## config.mk

```make
export PLATFORM = sky130hd
export DESIGN_NAME = clk_div_bank
export DESIGN_NICKNAME = d
export VERILOG_FILES = /design/src/rtl/clk_div_pkg.sv /design/src/rtl/clk_div_chan.sv /design/src/rtl/clk_div_bank.sv
export SDC_FILE = /design/constraint.sdc
export NUM_CORES = 1
export LEC_CHECK = 0
export ABC_AREA = 1
export CAP_MARGIN = 20
export CORE_AREA = 4 4 132 134
export CTS_BUF_LIST = sky130_fd_sc_hd__clkbuf_8
export DETAILED_ROUTE_END_ITERATION = 10
export DIE_AREA = 0 0 136 138
export PLACE_DENSITY = 0.81
export SYNTH_ARGS = -nofsm -noshare
export SYNTH_HDL_FRONTEND = slang
export SYNTH_SLANG_ARGS = --single-unit
```

## constraint.sdc

```tcl
create_clock -name clk_in -period 4.13 [get_ports clk_in]
set_clock_uncertainty 0.05 [all_clocks]
set_input_delay 0.413 -clock clk_in [delete_from_list [all_inputs] [get_ports clk_in]]
set_output_delay 0.413 -clock clk_in [all_outputs]
set_load 0.005 [all_outputs]
```

## src/rtl/clk_div_pkg.sv

```systemverilog
// rtl/clk_div_pkg.sv - shared constants and helpers for the clock divider bank
//
// Purpose : constants shared by clk_div_bank and clk_div_chan.
// Contents: DIV_MIN      smallest divisor the bank accepts
//           CNT_W_DEF    default counter/divisor width
//           ch_idx_w()   width of a channel index for a given channel count
package clk_div_pkg;

  localparam int DIV_MIN   = 2;
  localparam int CNT_W_DEF = 24;

  // A single-channel bank still needs a 1-bit index port.
  function automatic int ch_idx_w(input int n);
    return (n > 1) ? $clog2(n) : 1;
  endfunction

endpackage

```

## src/rtl/clk_div_chan.sv

```systemverilog
// rtl/clk_div_chan.sv - one programmable divider channel
//
// Purpose : period counter, divisor shadow/pending pair and registered
//           tick / square-wave outputs for a single channel.
// Ports   : clk_i      system clock
//           rst_ni     asynchronous active-low reset
//           en_i       run enable (level)
//           sync_i     restart at phase 0 (pulse)
//           wr_i       accepted, already-validated divisor write
//           wr_div_i   divisor carried by that write
//           pending_o  a written divisor is waiting for a period boundary
//           tick_o     one-cycle pulse at the start of each period
//           sq_o       square wave, high for the first floor(D/2) cycles
module clk_div_chan
  import clk_div_pkg::*;
#(
  parameter int CNT_W       = CNT_W_DEF,
  parameter int DEFAULT_DIV = 1_000_000
) (
  input  logic             clk_i,
  input  logic             rst_ni,
  input  logic             en_i,
  input  logic             sync_i,
  input  logic             wr_i,
  input  logic [CNT_W-1:0] wr_div_i,
  output logic             pending_o,
  output logic             tick_o,
  output logic             sq_o
);

  localparam logic [CNT_W-1:0] DEF_DIV_C = CNT_W'(DEFAULT_DIV);
  localparam logic [CNT_W-1:0] ONE_C     = CNT_W'(1);

  logic [CNT_W-1:0] cnt_q, cnt_d;
  logic [CNT_W-1:0] div_act_q, div_act_d;
  logic [CNT_W-1:0] shadow_q, shadow_d;
  logic             pending_q, pending_d;
  logic             run_q;
  logic             tick_q;
  logic             sq_q, sq_d;
  logic             wrap;
  logic             apply;
  logic [CNT_W-1:0] div_use;

  always_comb begin
    cnt_d     = '0;
    wrap      = 1'b0;
    apply     = 1'b0;
    div_use   = div_act_q;
    sq_d      = 1'b0;
    div_act_d = div_act_q;
    shadow_d  = shadow_q;
    pending_d = pending_q;

    if (!en_i) begin
      cnt_d = '0;
      wrap  = 1'b0;
    end else if (sync_i || !run_q) begin
      // First enabled cycle and sync both restart the period at phase 0.
      cnt_d = '0;
      wrap  = 1'b1;
    end else if (cnt_q == div_act_q - ONE_C) begin
      cnt_d = '0;
      wrap  = 1'b1;
    end else begin
      cnt_d = cnt_q + ONE_C;
    end

    // Swap divisors only at a period boundary (or while idle) so a running
    // period is never built from two different divisors.
    apply   = pending_q & (wrap | ~en_i);
    div_use = apply ? shadow_q : div_act_q;
    sq_d    = en_i & (cnt_d < (div_use >> 1));

    div_act_d = div_use;
    if (apply) begin
      pending_d = 1'b0;
    end
    // The top only forwards a write while pending is clear, so a write can
    // never coincide with an apply on the same channel.
    if (wr_i) begin
      shadow_d  = wr_div_i;
      pending_d = 1'b1;
    end
  end

  always_ff @(posedge clk_i or negedge rst_ni) begin
    if (!rst_ni) begin
      cnt_q     <= '0;
      div_act_q <= DEF_DIV_C;
      shadow_q  <= DEF_DIV_C;
      pending_q <= 1'b0;
      run_q     <= 1'b0;
      tick_q    <= 1'b0;
      sq_q      <= 1'b0;
    end else begin
      cnt_q     <= cnt_d;
      div_act_q <= div_act_d;
      shadow_q  <= shadow_d;
      pending_q <= pending_d;
      run_q     <= en_i;
      tick_q    <= wrap;
      sq_q      <= sq_d;
    end
  end

  assign pending_o = pending_q;
  assign tick_o    = tick_q;
  assign sq_o      = sq_q;

endmodule

```

## src/rtl/clk_div_bank.sv

```systemverilog
// rtl/clk_div_bank.sv - bank of independent programmable clock dividers
//
// Purpose : NUM_CH divider channels sharing one config port and one sync.
// Ports   : clk_in     system clock
//           rst_n      asynchronous active-low reset
//           en_i       per-channel run enable
//           sync_i     restart every enabled channel at phase 0
//           cfg_valid  config request
//           cfg_ready  config accept (low while target channel has a pending divisor)
//           cfg_ch     target channel
//           cfg_div    new divisor (period in clk_in cycles)
//           cfg_err    one-cycle pulse after an accepted but invalid request
//           tick_o     per-channel period tick
//           sq_o       per-channel square wave
module clk_div_bank
  import clk_div_pkg::*;
#(
  parameter int  NUM_CH      = 2,
  parameter int  CNT_W       = CNT_W_DEF,
  parameter int  DEFAULT_DIV = 1_000_000,
  localparam int CH_W        = ch_idx_w(NUM_CH)
) (
  input  logic              clk_in,
  input  logic              rst_n,
  input  logic [NUM_CH-1:0] en_i,
  input  logic              sync_i,
  input  logic              cfg_valid,
  output logic              cfg_ready,
  input  logic [CH_W-1:0]   cfg_ch,
  input  logic [CNT_W-1:0]  cfg_div,
  output logic              cfg_err,
  output logic [NUM_CH-1:0] tick_o,
  output logic [NUM_CH-1:0] sq_o
);

  localparam int               PAD_N     = 1 << CH_W;
  localparam logic [CNT_W-1:0] DIV_MIN_C = CNT_W'(DIV_MIN);

  logic [NUM_CH-1:0] pending;
  logic [PAD_N-1:0]  pending_pad;
  logic [NUM_CH-1:0] wr;
  logic              ch_ok;
  logic              div_ok;
  logic              hs;
  logic              err_d;
  logic              cfg_err_q;

  // Pad the pending vector to the full index range so an out-of-range
  // channel number never selects past the end of a real vector.
  always_comb begin
    pending_pad               = '0;
    pending_pad[NUM_CH-1:0]   = pending;
  end

  assign ch_ok     = (32'(cfg_ch) < NUM_CH);
  assign div_ok    = (cfg_div >= DIV_MIN_C);
  // Bad channel numbers are always accepted so they can be reported.
  assign cfg_ready = ch_ok ? ~pending_pad[cfg_ch] : 1'b1;
  assign hs        = cfg_valid & cfg_ready;
  assign err_d     = hs & ~(ch_ok & div_ok);

  always_ff @(posedge clk_in or negedge rst_n) begin
    if (!rst_n) begin
      cfg_err_q <= 1'b0;
    end else begin
      cfg_err_q <= err_d;
    end
  end

  assign cfg_err = cfg_err_q;

  for (genvar c = 0; c < NUM_CH; c++) begin : g_ch
    assign wr[c] = hs & ch_ok & div_ok & (cfg_ch == CH_W'(c));

    clk_div_chan #(
      .CNT_W       (CNT_W),
      .DEFAULT_DIV (DEFAULT_DIV)
    ) u_chan (
      .clk_i     (clk_in),
      .rst_ni    (rst_n),
      .en_i      (en_i[c]),
      .sync_i    (sync_i),
      .wr_i      (wr[c]),
      .wr_div_i  (cfg_div),
      .pending_o (pending[c]),
      .tick_o    (tick_o[c]),
      .sq_o      (sq_o[c])
    );
  end

endmodule

```

==> out/metrics.csv, run 1 <==
stage;metric;value;unit
outcome;status;finished clean;
final_layout;Area Growth Syn to Fin;10.2;%
detailed_routing;initial DRC count;757;
detailed_routing;met2 wire len;9980;um
detailed_routing;vias;8109;
sta;max-slew violations;0;
sta;Final Cycle Share;90.4;%
die;FP Rows;47;
sta;RSZ-0062 raised after global routing;no;
final_layout;# nets final;1368;
setup_path;CP max stage delay;0.40;ns
final_layout;share of layout cells above drive strength 1;12.4;%
power;sw power;1.53;mW
power;combinational share of power;27.3;%
run;maxcap violations;0;
final_layout;most common cell after layout, fill and taps aside;nand2_1;
hold_path;worst hold path type;in -> async;
synth;post-synthesis sequential area ratio;40.2;%
power;Clk pwr share;25.9;%
setup_path;end point of the critical path;g_ch[0].u_chan.sq_o$_DFF_PN0_;
cts;clock sink total;153;
power;Reg power frac;46.8;%
cts;hold buffer count at CTS;0;
cts;clk slew on worst S/H paths;0.08;ns
global_route;initial antenna violation count;0;
final_layout;Inserted Diodes;0;
global_route;first-pass GRT wire length;39100;um
placement;gpl congestion;0.918;
placement;pre-CTS setup slack;0.136;ns
power;pwr dens;402;nW/um2
setup_path;Top cell by count, worst path;nand2_1;
detailed_routing;DR vias/cell;5.33;
synth;cell count after synthesis;1252;
die;Starting Density;59.0;%
power;Design Power;4.26;mW
setup_path;Crit Path Max Fanout;12;
synth;Post-Syn Area;9600;um2
detailed_routing;routed len/inst;15.3;um
synth;Synth Area in XOR/XNOR;6.93;%
synth;FF+latch count, synth;153;
final_layout;commonest non-fill, non-tap cells in the layout;nand2_1 (281), inv_1 (179), nor2_1 (130), dfrtp_1 (125), o21ai_0 (96);
synth;mux cell area share after synthesis;0.104;%
synth;largest family of logic cells by synthesized area;simple AND/OR/NAND/NOR gates;
sta;Worst Tran Pin Value;0.940;ns
detailed_routing;WL met3;1450;um
cts;CTS tree;built;
cts;CTS root buffer;clkbuf_8;
synth;Compound-Gate Fraction of Synth Area;8.68;%
die;Die H;138;um
setup_path;Worst R2R Setup Slack;0.40;ns
sta;f_max;268;MHz
synth;adder-cell share of the synthesized area;6.25;%
die;total core area;16300;um2
sta;fin crit period;3.73;ns
setup_path;critical path class;reg -> reg;
power;worst vdd ir;0.000298;V
cts;H-Tree Level Count;4;
placement;Post-DP HPWL;17900;um
detailed_routing;DRT Pass-1 Iters;5;
detailed_routing;# DRC;0;
die;I/O pin count;37;
detailed_routing;DRT met1 WL;11400;um
global_route;global-route usage over all layers;25.9;%
power;Sw Ratio;35.9;%
synth;syn nets;1331;
global_route;largest net degree at the start of global routing;103;
cts;clk_lat worst skew;0.45;ns
sta;Final Hold Vio Count;0;
sta;post-route setup slack;0.397;ns
synth;area share of and/or/nand/nor cells after synthesis;28.8;%
global_route;vias in the first global route;7807;
synth;Synth cell types;43;
power;internal power;2.73;mW
sta;final setup fails;0;
setup_path;Critical Path Sink Type;register;
setup_path;R2R Path End;g_ch[0].u_chan.sq_o$_DFF_PN0_;
detailed_routing;antenna violation net count after detailed routing;0;
global_route;grt ovf;0;
synth;Post-synth EDFFs;0;
synth;FFs w/ async S/R, synth;100;%
setup_path;Slowest-stage cell, CP;dfrtp_1;
synth;Syn Area/Cell;7.67;um2
setup_path;critical path required time;4.45;ns
cts;CTS buffer count;17;
power;Leak;5.17;nW
setup_path;Worst EP arrival;4.05;ns
synth;Most used DFF post-synth;dfrtp_1;
placement;Port-buffer cells;36;
detailed_routing;WL final;23300;um
sta;slew margin rel.;37.3;%
die;die footprint;18800;um2
setup_path;r2r worst-path depth;25;
setup_path;CP Launch Type;register;
detailed_routing;Top Metal Used;met4;
setup_path;Reg-to-Reg Start;g_ch[0].u_chan.div_act_q[1]$_DFF_PN0_;
synth;Synth Warn #;0;
setup_path;Setup crit start;g_ch[0].u_chan.div_act_q[1]$_DFF_PN0_;
sta;Setup TNS;0;ns
die;Die Width;136;um
cts;Clock Path Buffers;2;
[synth_stat cells (all sizes together) (3+ instances only)]
master	n	area [um2]
xnor2	31	272
nand3b	7	52.6
nand2	296	1160
nand4	25	156
clkbuf	17	63.8
nor2	157	704
ha	48	601
or2	24	150
nor3	22	110
nand3	58	338
buf	12	78.8
o21ai	111	601
nor3b	3	22.5
dfrtp	125	3130
o21bai	3	22.5
a21oi	30	150
xor2	45	394
a211oi	4	30.0
inv	188	711
dfstp	28	736
clkinv	3	11.3
nor4	6	37.5
[layer usage]
metal  GRT usage [%]  up-vias
li1                -     4036
met1            39.6     3772
met2            37.7      258
met3            4.91       43
met4            7.64        0
met5               0        -
[sequential cells by signal, indices dropped and copies added (netlist names)]
name / count
g_ch.u_chan.tick_o: 2
g_ch.u_chan.pending_o: 2
g_ch.u_chan.run_q: 2
cfg_err: 1
g_ch.u_chan.sq_o: 2
g_ch.u_chan.shadow_q: 48
g_ch.u_chan.div_act_q: 48
g_ch.u_chan.cnt_q: 48
[through the flow]
step                instance area (um2)  std cells  hold slack (ns)  util [%]
finish                            10600       1522          0.00727      65.0
CTS                               10500       1519           0.0498      64.7
floorplan                          9600       1252           0.0674         -
global placement                  10200       1487            0.412      62.4
global route                      10600       1522           0.0845      65.0
detailed placement                10200       1487            0.420      62.4
[timing repair]
action | 4_1_cts | 5_1_grt
endpoints found under the setup margin | 0 | 2
resized for setup | 0 | 5
hold endpoints to repair | 0 | 0
buffers inserted | 0 | 2
[worst max-delay path: cells and delay by family, from the launching register on]
family	cells	cell delay [ns]
buf+inv	3	0.37
flops	1	0.40
compound gates	4	0.47
simple gates	16	1.85
fa+ha+maj	2	0.54
[cells by family after synthesis]
kind of cell | after synthesis
AND/OR/NAND/NOR | 602
AO/OA/AOI/OAI | 152
adder cells (fa/ha/maj) | 48
XOR/XNOR | 76
flip-flops | 153
multiplexers | 1
buffers and inverters | 220
[power by group through the flow]
stage | Sequential (mW) | Clock [mW] | Combinational, mW
3_3_place_gp | 2.01 | 0 | 1.11
5_1_grt | 2.01 | 1.19 | 1.33
2_1_floorplan | 1.93 | 0 | 0.867
3_5_place_dp | 2.01 | 0 | 1.14
4_1_cts | 1.98 | 1.11 | 1.15
6_report | 1.99 | 1.10 | 1.16
[layout make-up]
cell class,count,area [um2]
Fill cell,1401,5710
Multi-Input combinational cell,880,4890
Sequential cell,153,3860
Inverter,191,724
Timing Repair Buffer,46,453
Tap cell,220,275
Clock buffer,17,234
Clock inverter,15,140
[worst min-delay path by stage]
| stage | start | to | slack [ns] | cells past startpoint |
|---|---|---|---|---|
| global placement | g_ch[0].u_chan.shadow_q[10]$_DFFE_PN0P_ | g_ch[0].u_chan.shadow_q[10]$_DFFE_PN0P_ | 0.41 | 2 |
| global route | rst_n | g_ch[0].u_chan.cnt_q[23]$_DFF_PN0_ | 0.08 | 1 |
| CTS | rst_n | g_ch[0].u_chan.cnt_q[23]$_DFF_PN0_ | 0.05 | 1 |
| finish | rst_n | g_ch[0].u_chan.cnt_q[23]$_DFF_PN0_ | 0.007 | 1 |
| detailed placement | g_ch[0].u_chan.shadow_q[8]$_DFFE_PN0P_ | g_ch[0].u_chan.shadow_q[8]$_DFFE_PN0P_ | 0.42 | 2 |
| floorplan | rst_n | cfg_err$_DFF_PN0_ | 0.07 | 0 |
(Power assumes the default switching activity.)
==> inputs of run 2 (changes only) <==
Settings changed: CORE_AREA 4 4 132 134 to 4 4 144 146, DIE_AREA 0 0 136 138 to 0 0 148 150, PLACE_DENSITY 0.81 to 0.7, RECOVER_POWER set to 25, REMOVE_ABC_BUFFERS set to 1.
==> out/metrics.csv, run 2 (synthesis gave the netlist of run 1 again) <==
stage;metric;value;unit
placement;Placed Instance Area;10200;um2
detailed_routing;WL final;23600;um
power;pwr dens;406;nW/um2
sta;f_max;265;MHz
final_layout;commonest non-fill, non-tap cells in the layout;nand2_1 (281), inv_1 (174), nor2_1 (130), dfrtp_1 (125), o21ai_0 (96);
run;maxcap violations;1;
cts;CTS tree;built;
detailed_routing;DRT Pass-1 Iters;5;
final_layout;Area Growth Syn to Fin;10.9;%
final_layout;Largest regs;g_ch.u_chan.cnt_q x48, g_ch.u_chan.div_act_q x48, g_ch.u_chan.shadow_q x48;
setup_path;Crit Path Max Fanout;22;
detailed_routing;antenna violation net count after detailed routing;0;
sta;Worst Tran Pin Value;2.32;ns
setup_path;Worst EP arrival;4.09;ns
cts;hold buffer count at CTS;0;
sta;slew margin rel.;-54.7;%
power;Design Power;4.32;mW
placement;gpl congestion;0.881;
setup_path;Critical Path Sink Type;register;
setup_path;CP Launch Type;register;
hold_path;worst hold path type;reg -> reg;
sta;post-route setup slack;0.352;ns
setup_path;Worst R2R Setup Slack;0.35;ns
detailed_routing;vias;7998;
power;Leak;5.16;nW
global_route;initial antenna violation count;0;
cts;clk slew on worst S/H paths;0.09;ns
sta;max-slew violations;92;
setup_path;critical path required time;4.44;ns
final_layout;Finished Cell Area;10600;um2
final_layout;Inserted Diodes;0;
outcome;status;complete, but fails checks;
sta;fin crit period;3.78;ns
die;Die H;150;um
cts;clock sink total;153;
sta;Final Hold Vio Count;0;
sta;Hold WS;0.439;ns
die;total core area;19400;um2
setup_path;Setup crit start;g_ch[1].u_chan.div_act_q[0]$_DFFE_PN0N_;
cts;CTS root buffer;clkbuf_8;
die;Starting Density;49.5;%
detailed_routing;DR vias/cell;5.11;
final_layout;Post-Layout Cell Count;1565;
final_layout;# nets final;1366;
placement;Post-DP HPWL;18400;um
global_route;first-pass GRT wire length;38200;um
power;worst vdd ir;0.000216;V
die;Die Width;148;um
final_layout;Filler cells;1886;
detailed_routing;routed len/inst;15.1;um
sta;Setup TNS;0;ns
detailed_routing;initial DRC count;684;
cts;Clock Path Buffers;2;
sta;final setup fails;0;
sta;RSZ-0062 raised after global routing;no;
global_route;grt ovf;0;
setup_path;R2R Path End;g_ch[1].u_chan.sq_o$_DFF_PN0_;
cts;H-Tree Level Count;4;
setup_path;critical path class;reg -> reg;
die;die footprint;22200;um2
placement;pre-CTS setup slack;0.158;ns
cts;clk_lat worst skew;0.47;ns
die;FP Rows;51;
final_layout;share of layout cells above drive strength 1;12.7;%
global_route;global-route usage over all layers;21.7;%
final_layout;post-layout util;54.9;%
global_route;vias in the first global route;7643;
detailed_routing;# DRC;0;
placement;Port-buffer cells;36;
die;I/O pin count;37;
placement;cell count after placement;1531;
setup_path;r2r worst-path depth;20;
setup_path;end point of the critical path;g_ch[1].u_chan.sq_o$_DFF_PN0_;
outcome;failing checks;max-capacitance violations, max-slew violations;
sta;Final Cycle Share;91.5;%
cts;CTS buffer count;17;
global_route;largest net degree at the start of global routing;93;
final_layout;most common cell after layout, fill and taps aside;nand2_1;
setup_path;Reg-to-Reg Start;g_ch[1].u_chan.div_act_q[0]$_DFFE_PN0N_;
run 2: worst min path at each step:
stage,end,from,depth (start not counted),slack [ns]
after CTS,g_ch[1].u_chan.cnt_q[18]$_DFF_PN0_,rst_n,1,0.02
after detailed placement,g_ch[0].u_chan.shadow_q[5]$_DFFE_PN0P_,g_ch[0].u_chan.shadow_q[5]$_DFFE_PN0P_,2,0.42
after floorplan,cfg_err$_DFF_PN0_,rst_n,0,0.07
after global routing,g_ch[0].u_chan.shadow_q[5]$_DFFE_PN0P_,g_ch[0].u_chan.shadow_q[5]$_DFFE_PN0P_,2,0.47
after global placement,g_ch[0].u_chan.shadow_q[1]$_DFFE_PN0P_,g_ch[0].u_chan.shadow_q[1]$_DFFE_PN0P_,2,0.42
final,g_ch[0].u_chan.shadow_q[5]$_DFFE_PN0P_,g_ch[0].u_chan.shadow_q[5]$_DFFE_PN0P_,2,0.44
run 2: critical path, cell delays in order, from the launching register on:
cell	delay, ns
dfrtp_1	0.38
inv_1	0.13
ha_1	0.26
nand3_2	0.18
nor2_2	0.22
nand3_1	0.12
xor2_1	0.16
nand2_1	0.07
nor2_1	0.11
nand3_2	0.09
nand3_2	0.08
nand2_2	0.17
buf_4	0.28
o21ai_0	0.23
inv_1	0.07
ha_1	0.29
nand2_1	0.06
nor2_1	0.15
nand4_1	0.20
nor3_2	0.25
a21oi_1	0.09
run 2: layout make-up:
type                       instances  area (um2)  share of cell area (%)
clock buffer                      18         248                    2.33
clock inverter                    14         159                    1.49
inverter                         191         724                    6.81
multi-input combinational        880        4890                    45.9
sequential                       153        3860                    36.3
tap                              265         332                    3.11
timing repair buffer              44         428                    4.02
run 2: repair_timing:
item                       CTS  global route
setup endpoints to repair    0             1
setup buffers                0             1
gates resized for setup      0             3
run 2: power by group:
part / total (mW) / internal, mW / switching (mW)
registers: 1.99 / 1.76 / 0.237
clock network: 1.18 / 0.565 / 0.610
logic: 1.15 / 0.441 / 0.708
total: 4.32 / 2.76 / 1.56
run 2: per-layer routing:
metal	vias to the layer above	track usage [%]	part of all wire, %
met1	3746	32.2	50
met3	35	3.21	4.4
met4	0	6.10	1.8
met2	183	33.2	44
met5	-	0	0
li1	4034	-	-
==> inputs of run 3 (changes only) <==
Settings changed: CORE_AREA 4 4 144 146 to 4 4 145 147, DIE_AREA 0 0 148 150 to 0 0 149 151, SYNTH_HIERARCHICAL set to 1, TNS_END_PERCENT set to 20.
==> out/metrics.csv, run 3 <==
stage;metric;value;unit
outcome;status;complete, but fails checks;
outcome;failing checks;max-capacitance violations, max-slew violations;
die;I/O pin count;37;
synth;post-synthesis sequential area ratio;39.7;%
synth;Commonest cells post-synth;nand2_1 (403), nor2_1 (179), inv_1 (148);
cts;CTS tree;built;
sta;Final Cycle Share;87.3;%
die;total core area;19900;um2
final_layout;Filler cells;1955;
synth;largest area contributor in the netlist;dfrtp_1;
final_layout;post-layout util;54.1;%
synth;Most used DFF post-synth;dfrtp_1;
cts;CTS buffer count;17;
setup_path;Worst R2R Setup Slack;0.52;ns
hold_path;worst hold path endpoint;g_ch[1].u_chan/shadow_q[14]$_DFFE_PN1P_;
setup_path;r2r worst-path depth;22;
cts;setup bufs post-CTS;0;
power;pwr dens;409;nW/um2
placement;cell count after placement;1627;
synth;Synth Warn #;6;
final_layout;Inserted Diodes;0;
sta;Setup TNS;0;ns
cts;H-Tree Level Count;4;
global_route;initial antenna violation count;0;
die;Die H;151;um
cts;post-cts sizing count;0;
hold_path;hold path cells;2;
detailed_routing;initial DRC count;484;
global_route;grt ovf;0;
setup_path;CP max stage delay;0.43;ns
synth;top cells by area, synth;dfrtp_1 (32%), nand2_1 (16%), dfstp_2 (7.6%);
detailed_routing;# DRC;0;
setup_path;Critical Path Sink Type;register;
sta;max-slew violations;104;
power;worst vdd ir;0.000239;V
setup_path;critical path required time;4.41;ns
sta;f_max;277;MHz
sta;Worst Tran Pin Value;2.64;ns
synth;cell count after synthesis;1336;
sta;RSZ-0062 raised after global routing;no;
synth;Post-Syn Area;9730;um2
synth;Post-synth EDFFs;0;
detailed_routing;antenna violation net count after detailed routing;0;
detailed_routing;DR vias/cell;5.06;
run;maxcap violations;1;
placement;pre-CTS setup slack;0.601;ns
hold_path;hold_sp;g_ch[1].u_chan/shadow_q[14]$_DFFE_PN1P_;
die;Starting Density;48.9;%
placement;gpl congestion;0.910;
synth;FF+latch count, synth;153;
die;Die Width;149;um
final_layout;Post-Layout Cell Count;1659;
cts;clock sink total;153;
detailed_routing;WL final;24600;um
setup_path;Top cell by count, worst path;nand2_2;
setup_path;Reg-to-Reg Start;g_ch[1].u_chan/div_act_q[0]$_DFFE_PN0N_;
setup_path;CP Launch Type;register;
die;die footprint;22500;um2
placement;Post-DP HPWL;19400;um
hold_path;worst hold path type;reg -> reg;
global_route;first-pass GRT wire length;40500;um
setup_path;R2R Path End;g_ch[1].u_chan/sq_o$_DFF_PN0_;
synth;Synth cell types;35;
detailed_routing;DRT Pass-1 Iters;5;
global_route;vias in the first global route;7925;
setup_path;CP delay by family, top;simple AND/OR/NAND/NOR gates;
setup_path;Crit Path Max Fanout;39;
sta;Final Hold Vio Count;0;
final_layout;Area Growth Syn to Fin;10.6;%
sta;slew margin rel.;-76.0;%
synth;Synth top area share;32.1;%
placement;Port-buffer cells;36;
final_layout;share of layout cells above drive strength 1;12.6;%
global_route;global-route usage over all layers;22.8;%
final_layout;Largest regs;g_ch.u_chan/cnt_q x48, g_ch.u_chan/div_act_q x48, g_ch.u_chan/shadow_q x48;
synth;FFs w/ async S/R, synth;100;%
cts;CTS root buffer;clkbuf_8;
die;FP Rows;52;
global_route;largest net degree at the start of global routing;104;
setup_path;critical path class;reg -> reg;
sta;final setup fails;0;
final_layout;commonest non-fill, non-tap cells in the layout;nand2_1 (403), nor2_1 (179), inv_1 (149), dfrtp_1 (125), nand3_1 (51);
cts;hold buffer count at CTS;0;
power;Leak;5.28;nW
detailed_routing;routed len/inst;14.8;um
synth;Syn Area/Cell;7.29;um2
final_layout;Finished Cell Area;10800;um2
cts;Clock Path Buffers;2;
cts;clk_lat worst skew;0.46;ns
final_layout;most common cell after layout, fill and taps aside;nand2_1;
final_layout;# nets final;1455;
sta;fin crit period;3.61;ns
placement;Placed Instance Area;10400;um2
setup_path;Slowest-stage cell, CP;dfrtp_1;
synth;top-count cell post-synth;nand2_1;
sta;post-route setup slack;0.524;ns
setup_path;crit path cell chain;inv_2 > ha_1 > nand2_2 > nor2_4 > nand3b_1 > nand2_1 > inv_1 > nor2_1 > nand3_1 > nor2_2 > nand2_2 > nand3_4 > nand2_2 > buf_4 > o21ai_1 > inv_2 > ha_1 > nand2_1 > o21ai_0 > a21oi_1 > o211ai_1 > a21oi_1;
setup_path;Worst EP arrival;3.89;ns
cts;clk slew on worst S/H paths;0.09;ns
setup_path;crit path buf inv count;4;
detailed_routing;vias;8390;
## run 3: cell count changes in the layout (fill, tap and decap cells not counted), sizes merged, moves of 5 or more
cell,change
xnor2,+5
nand4,-5
nor2,+43
xor2,-11
or2,-7
o21ai,-38
nand3,-5
nand2,+122
## run 3: cell type report
| type | count | area, um2 | area share, % |
|---|---|---|---|
| multi-input cells | 974 | 5040 | 46.8 |
| flip-flops and latches | 153 | 3860 | 35.9 |
| inverters | 185 | 694 | 6.45 |
| repair buffers | 45 | 423 | 3.93 |
| well taps | 270 | 338 | 3.14 |
| clock buffers | 17 | 234 | 2.17 |
| clock inverters | 15 | 170 | 1.58 |
## run 3: worst register-to-register path: cells and delay by family (launching register included)
family          cells  cell delay, ns
fa+ha+maj           2            0.55
compound gates      5            0.87
flops               1            0.43
simple gates       11            1.12
buf+inv             4            0.45
## run 3: logic make-up after synthesis
logic type	Yosys count	share of synthesized area (%)
AND/OR/NAND/NOR	745	32.9
AO/OA/AOI/OAI	111	6.39
flip-flops	153	39.7
adder cells (fa/ha/maj)	48	6.17
buffers and inverters	209	8.52
XOR/XNOR	70	6.30
## run 3: layer usage
metal	part of all wire [%]	track usage, %	routed length [um]	vias to the layer above
met2	44	35.0	10900	214
li1	-	-	-	4245
met1	48	33.5	11800	3903
met5	0	0	0	-
met4	1.7	6.13	414	0
met3	6.0	3.98	1470	28
## run 3: how the worst max path moves through the flow
stage | cells past startpoint | endpoint | slack [ns] | start
after floorplan | 23 | g_ch[0].u_chan/sq_o$_DFF_PN0_ | 0.63 | g_ch[0].u_chan/div_act_q[0]$_DFFE_PN0N_
after global placement | 22 | g_ch[0].u_chan/sq_o$_DFF_PN0_ | 0.64 | g_ch[0].u_chan/div_act_q[0]$_DFFE_PN0N_
after detailed placement | 22 | g_ch[1].u_chan/sq_o$_DFF_PN0_ | 0.60 | g_ch[1].u_chan/div_act_q[0]$_DFFE_PN0N_
after CTS | 22 | g_ch[0].u_chan/sq_o$_DFF_PN0_ | 0.56 | g_ch[0].u_chan/div_act_q[0]$_DFFE_PN0N_
after global routing | 22 | g_ch[0].u_chan/sq_o$_DFF_PN0_ | 0.16 | g_ch[0].u_chan/div_act_q[0]$_DFFE_PN0N_
final | 22 | g_ch[1].u_chan/sq_o$_DFF_PN0_ | 0.52 | g_ch[1].u_chan/div_act_q[0]$_DFFE_PN0N_
## run 3: per-stage QoR
step | total power [mW] | hold slack (ns)
detailed placement | 3.25 | 0.405
CTS | 4.42 | 0.0696
global placement | 3.23 | 0.405
finish | 4.40 | 0.420
global route | 4.71 | 0.435
floorplan | 2.85 | 0.0674
## run 3: power by group
part | switching (mW) | total (mW) | internal (mW)
Clock | 0.619 | 1.17 | 0.552
Combinational | 0.754 | 1.21 | 0.458
Sequential | 0.258 | 2.02 | 1.76
